### config.mk
export PLATFORM = sky130hd
export DESIGN_NAME = silencer_scheduler
export DESIGN_NICKNAME = d
export VERILOG_FILES = /design/src/rtl/silencer_scheduler.sv
export SDC_FILE = /design/constraint.sdc
export NUM_CORES = 1
export LEC_CHECK = 0
export BUFFER_PORTS_ARGS = -buffer_cell sky130_fd_sc_hd__buf_2
export CAP_MARGIN = 20
export CORE_UTILIZATION = 51
export DETAILED_ROUTE_END_ITERATION = 8
export GPL_ROUTABILITY_DRIVEN = 1
export PLACE_DENSITY = 0.78
export SLEW_MARGIN = 10
export SYNTH_ARGS = -nofsm -noshare
export SYNTH_HDL_FRONTEND = slang
export SYNTH_SLANG_ARGS = --single-unit
### constraint.sdc
create_clock -name CLK -period 2.4 [get_ports CLK]
set_input_delay 0.36 -clock CLK [delete_from_list [all_inputs] [get_ports CLK]]
set_output_delay 0.36 -clock CLK [all_outputs]
set_load 0.005 [all_outputs]
### src/rtl/silencer_scheduler.sv
// Per-period burst sequencer feeding the silencer intensity interpolator.
// Reads DEPTH samples per trigger, then waits for the interpolator pipeline to drain.
module silencer_scheduler #(
    parameter int DEPTH = 249,
    parameter int GUARD = 8
) (
    input  logic        CLK,
    input  logic        RST,
    input  logic        TRIG,
    input  logic [15:0] CFG_UPDATE_RATE,
    input  logic        CFG_ENABLE,
    input  logic        CFG_SET,
    output logic [7:0]  ADDR,
    input  logic [15:0] RDATA,
    output logic        START,
    output logic [15:0] INTENSITY_OUT,
    output logic        DOUT_VALID,
    output logic [15:0] UPDATE_RATE,
    output logic        BUSY,
    output logic [7:0]  OVERRUN_CNT
);

    localparam int CW = $clog2(GUARD + 2);
    localparam logic [7:0] LAST_ADDR = 8'(DEPTH - 1);
    localparam logic [CW-1:0] GUARD_LAST = CW'(GUARD - 1);

    typedef enum logic [1:0] {
        S_IDLE,
        S_ISSUE,
        S_DRAIN,
        S_GUARD
    } state_t;

    state_t      state_q, state_d;
    logic [7:0]  addr_q, addr_d;
    logic [CW-1:0] cnt_q, cnt_d;
    logic        pending_q, pending_d;
    logic [7:0]  ovr_q, ovr_d;
    logic [15:0] stg_rate_q, stg_rate_d;
    logic        stg_en_q, stg_en_d;
    logic [15:0] act_rate_q, act_rate_d;
    logic        act_en_q, act_en_d;
    logic        start_q, start_d;
    logic        v1_q, v1_d;
    logic        v2_q, v2_d;
    logic [15:0] int_q, int_d;
    logic        busy;

    assign busy = (state_q != S_IDLE);

    always_comb begin
        state_d    = state_q;
        addr_d     = 8'd0;
        cnt_d      = cnt_q;
        pending_d  = pending_q;
        ovr_d      = ovr_q;
        stg_rate_d = stg_rate_q;
        stg_en_d   = stg_en_q;
        act_rate_d = act_rate_q;
        act_en_d   = act_en_q;
        start_d    = (state_q == S_ISSUE) && (addr_q == 8'd0);
        v1_d       = (state_q == S_ISSUE);
        v2_d       = v1_q;
        int_d      = v1_q ? RDATA : int_q;

        if (CFG_SET) begin
            stg_rate_d = CFG_UPDATE_RATE;
            stg_en_d   = CFG_ENABLE;
        end

        // One-deep trigger queue; further triggers while queued are dropped
        if (TRIG && busy) begin
            if (pending_q) begin
                if (ovr_q != 8'hFF) ovr_d = ovr_q + 8'd1;
            end else begin
                pending_d = 1'b1;
            end
        end

        unique case (state_q)
            S_IDLE: begin
                if (TRIG || pending_q) begin
                    state_d    = S_ISSUE;
                    pending_d  = 1'b0;
                    act_rate_d = stg_rate_q;
                    act_en_d   = stg_en_q;
                end
            end
            S_ISSUE: begin
                if (addr_q == LAST_ADDR) begin
                    state_d = S_DRAIN;
                    cnt_d   = '0;
                end else begin
                    addr_d = addr_q + 8'd1;
                end
            end
            S_DRAIN: begin
                if (cnt_q == CW'(1)) begin
                    state_d = S_GUARD;
                    cnt_d   = '0;
                end else begin
                    cnt_d = cnt_q + CW'(1);
                end
            end
            S_GUARD: begin
                if (cnt_q == GUARD_LAST) begin
                    state_d = S_IDLE;
                    cnt_d   = '0;
                end else begin
                    cnt_d = cnt_q + CW'(1);
                end
            end
            default: state_d = S_IDLE;
        endcase
    end

    always_ff @(posedge CLK) begin
        if (RST) begin
            state_q    <= S_IDLE;
            addr_q     <= 8'd0;
            cnt_q      <= '0;
            pending_q  <= 1'b0;
            ovr_q      <= 8'd0;
            stg_rate_q <= 16'd0;
            stg_en_q   <= 1'b0;
            act_rate_q <= 16'd0;
            act_en_q   <= 1'b0;
            start_q    <= 1'b0;
            v1_q       <= 1'b0;
            v2_q       <= 1'b0;
            int_q      <= 16'd0;
        end else begin
            state_q    <= state_d;
            addr_q     <= addr_d;
            cnt_q      <= cnt_d;
            pending_q  <= pending_d;
            ovr_q      <= ovr_d;
            stg_rate_q <= stg_rate_d;
            stg_en_q   <= stg_en_d;
            act_rate_q <= act_rate_d;
            act_en_q   <= act_en_d;
            start_q    <= start_d;
            v1_q       <= v1_d;
            v2_q       <= v2_d;
            int_q      <= int_d;
        end
    end

    assign ADDR          = addr_q;
    assign START         = start_q;
    assign INTENSITY_OUT = int_q;
    assign DOUT_VALID    = v2_q;
    assign UPDATE_RATE   = act_en_q ? act_rate_q : 16'hFFFF;
    assign BUSY          = busy;
    assign OVERRUN_CNT   = ovr_q;

endmodule

Word level (Yosys, flattened, before mapping)
Index checks and enable logic that the tools add are counted.
{"block": "word_totals", "register_bits": 76, "output_inout_bits": 51, "elab_cells": 53}
{"block": "op_classes", "add_sub_neg": 3, "n_eq_ne": 11, "muxes": 13, "bitwise_logic": 1, "n_reduce_logical": 12}
{"cell": "8-bit by 1-bit adder with 8-bit output (second input constant)", "n": 2}
{"cell": "16-bit two-way mux", "n": 1}
{"cell": "4-bit two-way mux", "n": 3}
{"cell": "4-bit one-hot mux with 3 select lines", "n": 1}
{"cell": "8-bit equality test (second input constant)", "n": 1}
{"cell": "8-bit zero test", "n": 1}
{"cell": "2-bit two-way mux", "n": 4}
{"cell": "8-bit inequality test (second input constant)", "n": 1}
{"cell": "2-bit one-hot mux with 4 select lines", "n": 1}
{"cell": "2-bit inequality test (second input constant)", "n": 3}
{"cell": "4-bit by 1-bit adder with 4-bit output (second input constant)", "n": 1}
{"cell": "2-bit equality test (second input constant)", "n": 2}
{"cell": "4-bit by 1-bit equality test with 1-bit output (second input constant)", "n": 1}
{"cell": "4-bit by 3-bit equality test with 1-bit output (second input constant)", "n": 1}
{"cell": "2-bit AND reduction", "n": 2}
{"cell": "4-bit AND reduction", "n": 1}
{"cell": "1-bit two-way mux", "n": 3}
{"cell": "3-bit AND reduction", "n": 1}
{"cell": "3-bit nonzero test", "n": 1}
{"cell": "3-bit OR reduction", "n": 1}
{"cell": "2-bit by 1-bit equality test with 1-bit output (second input constant)", "n": 1}
{"cell": "1-bit logical AND", "n": 2}
{"cell": "2-bit zero test", "n": 1}
{"cell": "2-bit by 1-bit inequality test with 1-bit output (second input constant)", "n": 1}
{"cell": "other kinds (3)", "n": 3}

Depth between registers and ports, before layout
Gate-level depths: netlist (run 1).
{"block": "logic_depth", "ltp_word": 5, "depth_mapped": 7, "ltp_nobuf": 6}

Worst setup path before layout (run 1)
OpenSTA, ideal clock, no wires.
{"block": "synth_timing", "kind": "register to register", "start": "register state_q[0]", "end": "register state_q[0]", "setup_time_ns": 0.116, "t_arrival_ns": 1.604, "required_time_ns": 2.284, "setup_slack_ns": 0.680, "path_stages_with_launch": 7, "path_buffers": 0, "period_less_slack_ns": 1.720, "path_cell_list": "dfxtp_1 > inv_1 > ha_1 > and4bb_4 > nor3_4 > or4_1 > o211a_1"}
{"block": "synth_between", "elab_chain_len": 3, "elab_cells_between_ends": 10, "cone_classes": "7 x eq/ne; 1 x mux; 2 x reduce/logical"}
{"item": "start: declaration", "line_no": "34", "text": "state_t state_q, state_d;"}
{"item": "start signal: assignment", "line_no": "133", "text": "state_q <= state_d;"}
{"item": "2-bit equality test (tied with other cells)", "line_no": "80", "text": "unique case (state_q)"}
{"item": "2-bit inequality test (no source line) / 2-bit by 1-bit inequality test with 1-bit output (equally long branches)"}
{"item": "4-bit AND reduction (no source line)"}
Parallel ways exist; a longest one is shown, timed or not.
A chain may end at the register's enable or synchronous reset.

Worst setup path in the final report (run 1)
{"block": "layout_timing", "start": "register state_q[0]", "end": "register ovr_q[7] (netlist: OVERRUN_CNT[7])"}
{"block": "layout_between", "elab_chain_len": 3}
{"item": "2-bit nonzero test", "line_no": "49", "text": "assign busy = (state_q != S_IDLE);"}
{"item": "1-bit logical AND", "line_no": "72", "text": "if (TRIG && busy) begin"}
{"item": "3-bit AND reduction (no source line)"}
{"item": "end signal: assignment", "line_no": "137", "text": "ovr_q <= ovr_d;"}
{"item": "end: declaration", "line_no": "38", "text": "logic [7:0] ovr_q, ovr_d;"}
Every way passes these cells.

==> results of run 1 <==
## metal layers
| metal | part of all wire | vias to the layer above | wire length [um] | global-route usage |
|---|---|---|---|---|
| met2 | 0.46 | 77 | 2900 | 0.326 |
| met4 | 0.0075 | 0 | 47 | 0.0839 |
| li1 | - | 1303 | - | - |
| met1 | 0.47 | 1179 | 2930 | 0.253 |
| met5 | 0 | - | 0 | 0 |
| met3 | 0.061 | 4 | 385 | 0.0534 |
## per-stage QoR
stage	power [mW]	std cells
floorplan	1.99	336
global placement	2.17	487
detailed placement	2.21	487
CTS	3.36	502
global route	3.51	502
finish	3.33	502
## power groups by stage
stage | Sequential, mW | Combinational (mW) | Clock (mW)
final | 1.44 | 0.732 | 1.16
after global routing | 1.46 | 0.816 | 1.24
after CTS | 1.44 | 0.741 | 1.18
after detailed placement | 1.47 | 0.738 | 0
after global placement | 1.46 | 0.712 | 0
after floorplan | 1.46 | 0.530 | 0
## synthesized netlist by cell type (all sizes together) (4+ instances only)
master / number / area share
dfxtp: 76 / 0.49
nor2: 53 / 0.064
nand2: 42 / 0.051
mux2i: 35 / 0.11
a21oi: 21 / 0.034
nand2b: 16 / 0.032
ha: 9 / 0.036
inv: 9 / 0.011
buf: 8 / 0.018
clkbuf: 7 / 0.0084
nand3: 7 / 0.011
o21ai: 7 / 0.011
xor2: 6 / 0.017
nor3: 4 / 0.010
## kinds of logic after synthesis
kind of cell | Yosys count | synth area share
adder cells (fa/ha/maj) | 9 | 0.0361
buffers and inverters | 24 | 0.0369
XOR/XNOR | 9 | 0.0253
AND/OR/NAND/NOR | 142 | 0.221
AO/OA/AOI/OAI | 41 | 0.0814
multiplexers | 35 | 0.112
flip-flops | 76 | 0.487
## area by class of cell
cell class / count / area [um2]
Sequential cell: 76 / 1520
Multi-Input combinational cell: 236 / 1490
Clock buffer: 10 / 138
Fill cell: 503 / 2080
Timing Repair Buffer: 91 / 465
Clock inverter: 5 / 100
Tap cell: 75 / 93.8
Inverter: 9 / 33.8
## worst register-to-register path: stages, from the launching register on
cell,delay [ns]
dfxtp_1,0.39
inv_1,0.08
ha_1,0.35
and3b_1,0.31
o211ai_1,0.16
or3_1,0.38
a21oi_1,0.14
## registers in the layout, summed over array words and instances, names as in the netlist, 2 cells and up
name and flops:
stg_rate_q 16, OVERRUN_CNT 8, state_q 2, INTENSITY_OUT 16, act_rate_q 16, cnt_q 4
ADDR 8
## worst paths after layout
kind | endpoint
max | OVERRUN_CNT[7]
min | stg_rate_q[1]
max reg2reg | OVERRUN_CNT[7]
min reg2reg | act_rate_q[12]
==> flow_summary.json, run 1 <==
{
  "fin_skew_ns": 0.00614,
  "p_sw_frac": 0.280,
  "fp.dieH_um": 80.2,
  "p_int_mw": 2.40,
  "worstSetupPathDepth": 6,
  "drv_slew": 0,
  "post_cts_buffers": 0,
  "synthArstFlopShare": 0,
  "ys_seq_area_frac": 0.487,
  "grt_pass1_wl_mm": 10.1,
  "die_width_um": 80.2,
  "port_buffers": 87,
  "setup.worst_path.start_class": "flip-flop",
  "drc": 0,
  "leakagePower_nw": 1.66,
  "first_pass_iters": 4,
  "max_stage_delay_ns": 0.39,
  "period_share": 0.789,
  "ys.warnings.count": 0,
  "cts_made_buffers": 9,
  "placed_cell_area_um2": 3600,
  "power_switching_uw": 934,
  "first_global_vias": 2306,
  "dieArea_um2": 6440,
  "antenna_found_initial": 0,
  "vias_per_cell": 5.11,
  "crit_arrival_ns": 2.15,
  "cts.sinks": 76,
  "post-route-min-period_ns": 1.89,
  "critPathMaxFanout": 14,
  "hold_viol": 0,
  "syn_inst": 336,
  "drt_iter0_drc": 121,
  "routedWlPerCell_um": 12.5,
  "grt_max_degree": 35,
  "synth.ff_latch_count": 76,
  "synth.net_count": 382,
  "postLayoutCoreUtil": 0.648,
  "setup_viol": 0,
  "synth-edff-count": 0,
  "reg2reg_depth": 6,
  "mostFrequentLayoutCells": "buf_2, dfxtp_1, nor2_1",
  "place_congestion": 0.801,
  "ys.flop_type": "dfxtp_1",
  "cts_root_buffer": "clkbuf_8",
  "drive_above_1_share": 0.260,
  "hold_slack_ns": 0.261,
  "maxCapViolations": 0,
  "rrSetupSlack_ns": 0.51,
  "worstSetupStartpoint": "state_q[0]",
  "max_slew_margin": 0.605,
  "worstHoldPathType": "in -> reg",
  "worst_pin_slew_ns": 0.592,
  "cts-resized-gates": 0,
  "endpoint_kind": "flip-flop",
  "clkPwrFrac": 0.348,
  "crit_family": "simple AND/OR/NAND/NOR gates",
  "status": "complete, no violations",
  "grt_overflow_total": 0,
  "pre_cts_ws_ns": 0.533,
  "cts_tree": "yes",
  "ioPinCount": 88,
  "area_growth_pct": 22.9,
  "fmax_mhz": 528,
  "insertion_delay_ns": 0.33,
  "antenna_left": 0,
  "cts_hold_buf": 0,
  "core_area_um2": 5920,
  "path_buf_inv": 1,
  "hold_start": "CFG_UPDATE_RATE[1]",
  "layout_commonest_cell": "buf_2",
  "critPathSlowestCell": "dfxtp_1",
  "netlist_area_um2": 3120,
  "comb_power_share": 0.220,
  "p_seq_frac": 0.433,
  "wirelength_mm": 6.26,
  "finalSetupTns_ns": 0,
  "synthDistinctLibCells": 42,
  "vias": 2563,
  "setup_ws_ns": 0.507,
  "critical_path_required_ns": 2.66,
  "r2r-start": "state_q[0]",
  "clk_pin_slew_ns": 0.08,
  "rows": 28,
  "cellPowerDensity_nw_per_um2": 869,
  "track_usage": 0.202,
  "clockBufferDepth": 2,
  "critical_path_class": "reg -> reg",
  "worstPathCellList": "inv_1, ha_1, and3b_1, o211ai_1, or3_1, a21oi_1",
  "avgSynthCellArea_um2": 9.29,
  "diodes": 0,
  "start_util": 0.527,
  "layout.nets": 469,
  "dp_hpwl_mm": 4.25,
  "htree_levels": 3,
  "design_area_um2": 3840,
  "rsz0062_at_grt": "false",
  "min_path_cells": 3,
  "peakVddDrop_mv": 0.458
}
No activity file was read; power rests on OpenSTA's default activity.
==> run 2: changes to the inputs <==
Settings changed: ABC_AREA set to 1, CORE_UTILIZATION 51 to 52, PLACE_DENSITY 0.78 to 0.79.
Clock period 2.4 ns to 1.9 ns, I/O delays scaled along.
==> flow_summary.json, run 2 <==
{
  "core_area_um2": 5920,
  "synth_compound_area_frac": 0.129,
  "syn_inst": 422,
  "globalRouteMet1Util": 0.245,
  "synth_top_area_cell": "dfxtp_1",
  "setup_viol": 0,
  "yosysMostFrequentCell": "nor2_1",
  "cts_made_buffers": 9,
  "insertion_delay_ns": 0.35,
  "clockBufferDepth": 2,
  "layout_commonest_cell": "nor2_1",
  "synth-simple-area-share": 0.263,
  "worstSetupPathDepth": 7,
  "crit_family": "buffers and inverters",
  "placed_cell_area_um2": 3670,
  "dp_hpwl_mm": 4.76,
  "critPathSlowestCell": "dfxtp_1",
  "max_slew_margin": 0.625,
  "htree_levels": 3,
  "cts_root_buffer": "clkbuf_8",
  "synthXorXnorAreaFrac": 0.0137,
  "ys_seq_area_frac": 0.476,
  "antenna_left": 0,
  "ys.flop_type": "dfxtp_1",
  "grt_pass1_wl_mm": 10.8,
  "maxCapViolations": 0,
  "synth_top_area_frac": 0.476,
  "worstPathCellList": "inv_1, ha_1, inv_2, nor2_2, inv_2, o21ai_0, a21oi_1",
  "cellPowerDensity_nw_per_um2": 1150,
  "synthArstFlopShare": 0,
  "busiest_layer": "met2",
  "dieArea_um2": 6460,
  "drv_slew": 0,
  "use_met2": 0.375,
  "worstHoldPathType": "in -> reg",
  "critical_path_class": "reg -> reg",
  "cts.sinks": 76,
  "avgSynthCellArea_um2": 7.58,
  "design_area_um2": 3840,
  "mostFrequentLayoutCells": "nor2_1, buf_2, dfxtp_1",
  "drc": 0,
  "cts_hold_buf": 0,
  "setup.worst_path.start_class": "flip-flop",
  "synth.ff_latch_count": 76,
  "post_cts_buffers": 0,
  "max_stage_delay_ns": 0.38,
  "place_congestion": 0.814,
  "wirelength_mm": 6.66,
  "post-route-min-period_ns": 1.63,
  "netlist_area_um2": 3200,
  "crit_arrival_ns": 1.91,
  "grt_max_degree": 35,
  "leakagePower_nw": 1.81,
  "antenna_found_initial": 0,
  "hold_start": "CFG_UPDATE_RATE[12]",
  "synthTopCellsByCount": "nor2_1, dfxtp_1, nand2_1, o21ai_0, inv_1",
  "critPathMaxFanout": 33,
  "area_growth_pct": 20.0,
  "vias": 2880,
  "synth_top_family_by_area": "simple AND/OR/NAND/NOR gates",
  "fmax_mhz": 612,
  "port_buffers": 87,
  "clk_pin_slew_ns": 0.07,
  "synth.net_count": 468,
  "use_met3": 0.0614,
  "grt_overflow_total": 0,
  "first_pass_iters": 4,
  "ys.warnings.count": 0,
  "hold_viol": 0,
  "peakVddDrop_mv": 0.568,
  "worstSetupStartpoint": "state_q[0]",
  "start_util": 0.540,
  "track_usage": 0.216,
  "drive_above_1_share": 0.253,
  "rows": 28,
  "muxShareOfSynthArea": 0,
  "rsz0062_at_grt": "false",
  "layout.nets": 554,
  "worst_pin_slew_ns": 0.561,
  "diodes": 0,
  "synthAdderAreaFrac": 0.0352,
  "routedWlPerCell_um": 11.4,
  "fp.dieH_um": 80.4,
  "die_width_um": 80.4,
  "period_share": 0.860,
  "min_path_cells": 3,
  "status": "complete, no violations",
  "path_buf_inv": 3,
  "endpoint_kind": "flip-flop",
  "postLayoutCoreUtil": 0.648,
  "finalSetupTns_ns": 0,
  "r2r-start": "state_q[0]",
  "fin_skew_ns": 0.00905,
  "first_global_vias": 2490,
  "worst_path_most_repeated_cell": "inv_2",
  "synth-edff-count": 0,
  "vias_per_cell": 4.92,
  "ioPinCount": 88,
  "cts-resized-gates": 0,
  "cts_tree": "yes",
  "reg2reg_depth": 7,
  "synth.area.top_cells": "dfxtp_1, nor2_1, o21ai_0",
  "drt_iter0_drc": 128,
  "critical_path_required_ns": 2.18,
  "synthDistinctLibCells": 29
}
-- run 2: changes by cell type after synthesis, moves of 5 or more --
cell / previous run / this run
o21ai_0: 5 / 53
nand2b_1: 16 / 0
mux2i_1: 35 / 0
nor2_1: 53 / 92
inv_1: 9 / 42
nor2_2: 0 / 7
nand2_1: 42 / 56
a21oi_1: 21 / 26
-- run 2: layout make-up --
cell class / instances / area [um2]
multi-input cells: 283 / 1410
repair buffers: 90 / 470
inverters: 48 / 180
fillers: 531 / 2080
clock buffers: 11 / 151
flip-flops and latches: 76 / 1520
well taps: 75 / 93.8
clock inverters: 2 / 12.5
-- run 2: path summary, 6_finish.rpt --
path / slack (ns) / end
hold / removal: 0.16 / stg_rate_q[12]
setup reg to reg: 0.27 / act_rate_q[13]
hold reg to reg: 0.45 / act_rate_q[0]
setup / recovery: 0.27 / act_rate_q[13]
-- run 2: cell families (layout without fill, tap and decap cells) --
family / after synthesis / in the layout
xor gates and xnor gates: 5 / 5
and+or+nand+nor: 188 / 188
DFF: 76 / 76
AOI/OAI and AO/OA: 81 / 81
adders and majority gates: 9 / 9
buffers and inverters: 63 / 151
-- run 2: layer usage --
| layer | wire (um) | share of wire |
|---|---|---|
| met5 | 0 | 0 |
| met4 | 117 | 0.018 |
| met3 | 353 | 0.053 |
| met2 | 3240 | 0.49 |
| met1 | 2950 | 0.44 |
-- run 2: report_power, final --
part / switching (mW) / internal [mW]
registers: 0.160 / 1.89
logic: 0.784 / 0.513
clock network: 0.536 / 0.521
total: 1.48 / 2.92
-- run 2: per-stage QoR --
step | total power, mW | instances | hold slack, ns | worst slack [ns]
2_1_floorplan | 2.98 | 422 | 0.354 | 0.496
3_3_place_gp | 3.32 | 572 | 0.438 | 0.406
3_5_place_dp | 3.38 | 572 | 0.441 | 0.276
4_1_cts | 4.43 | 585 | 0.153 | 0.260
5_1_grt | 4.73 | 585 | 0.158 | 0.0566
6_report | 4.40 | 585 | 0.157 | 0.266
-- run 2: tightest hold or removal path: cells and delay by family --
family / cells / cell delay (ns)
and+or+nand+nor: 2 / 0.11
buffers and inverters: 1 / 0.07
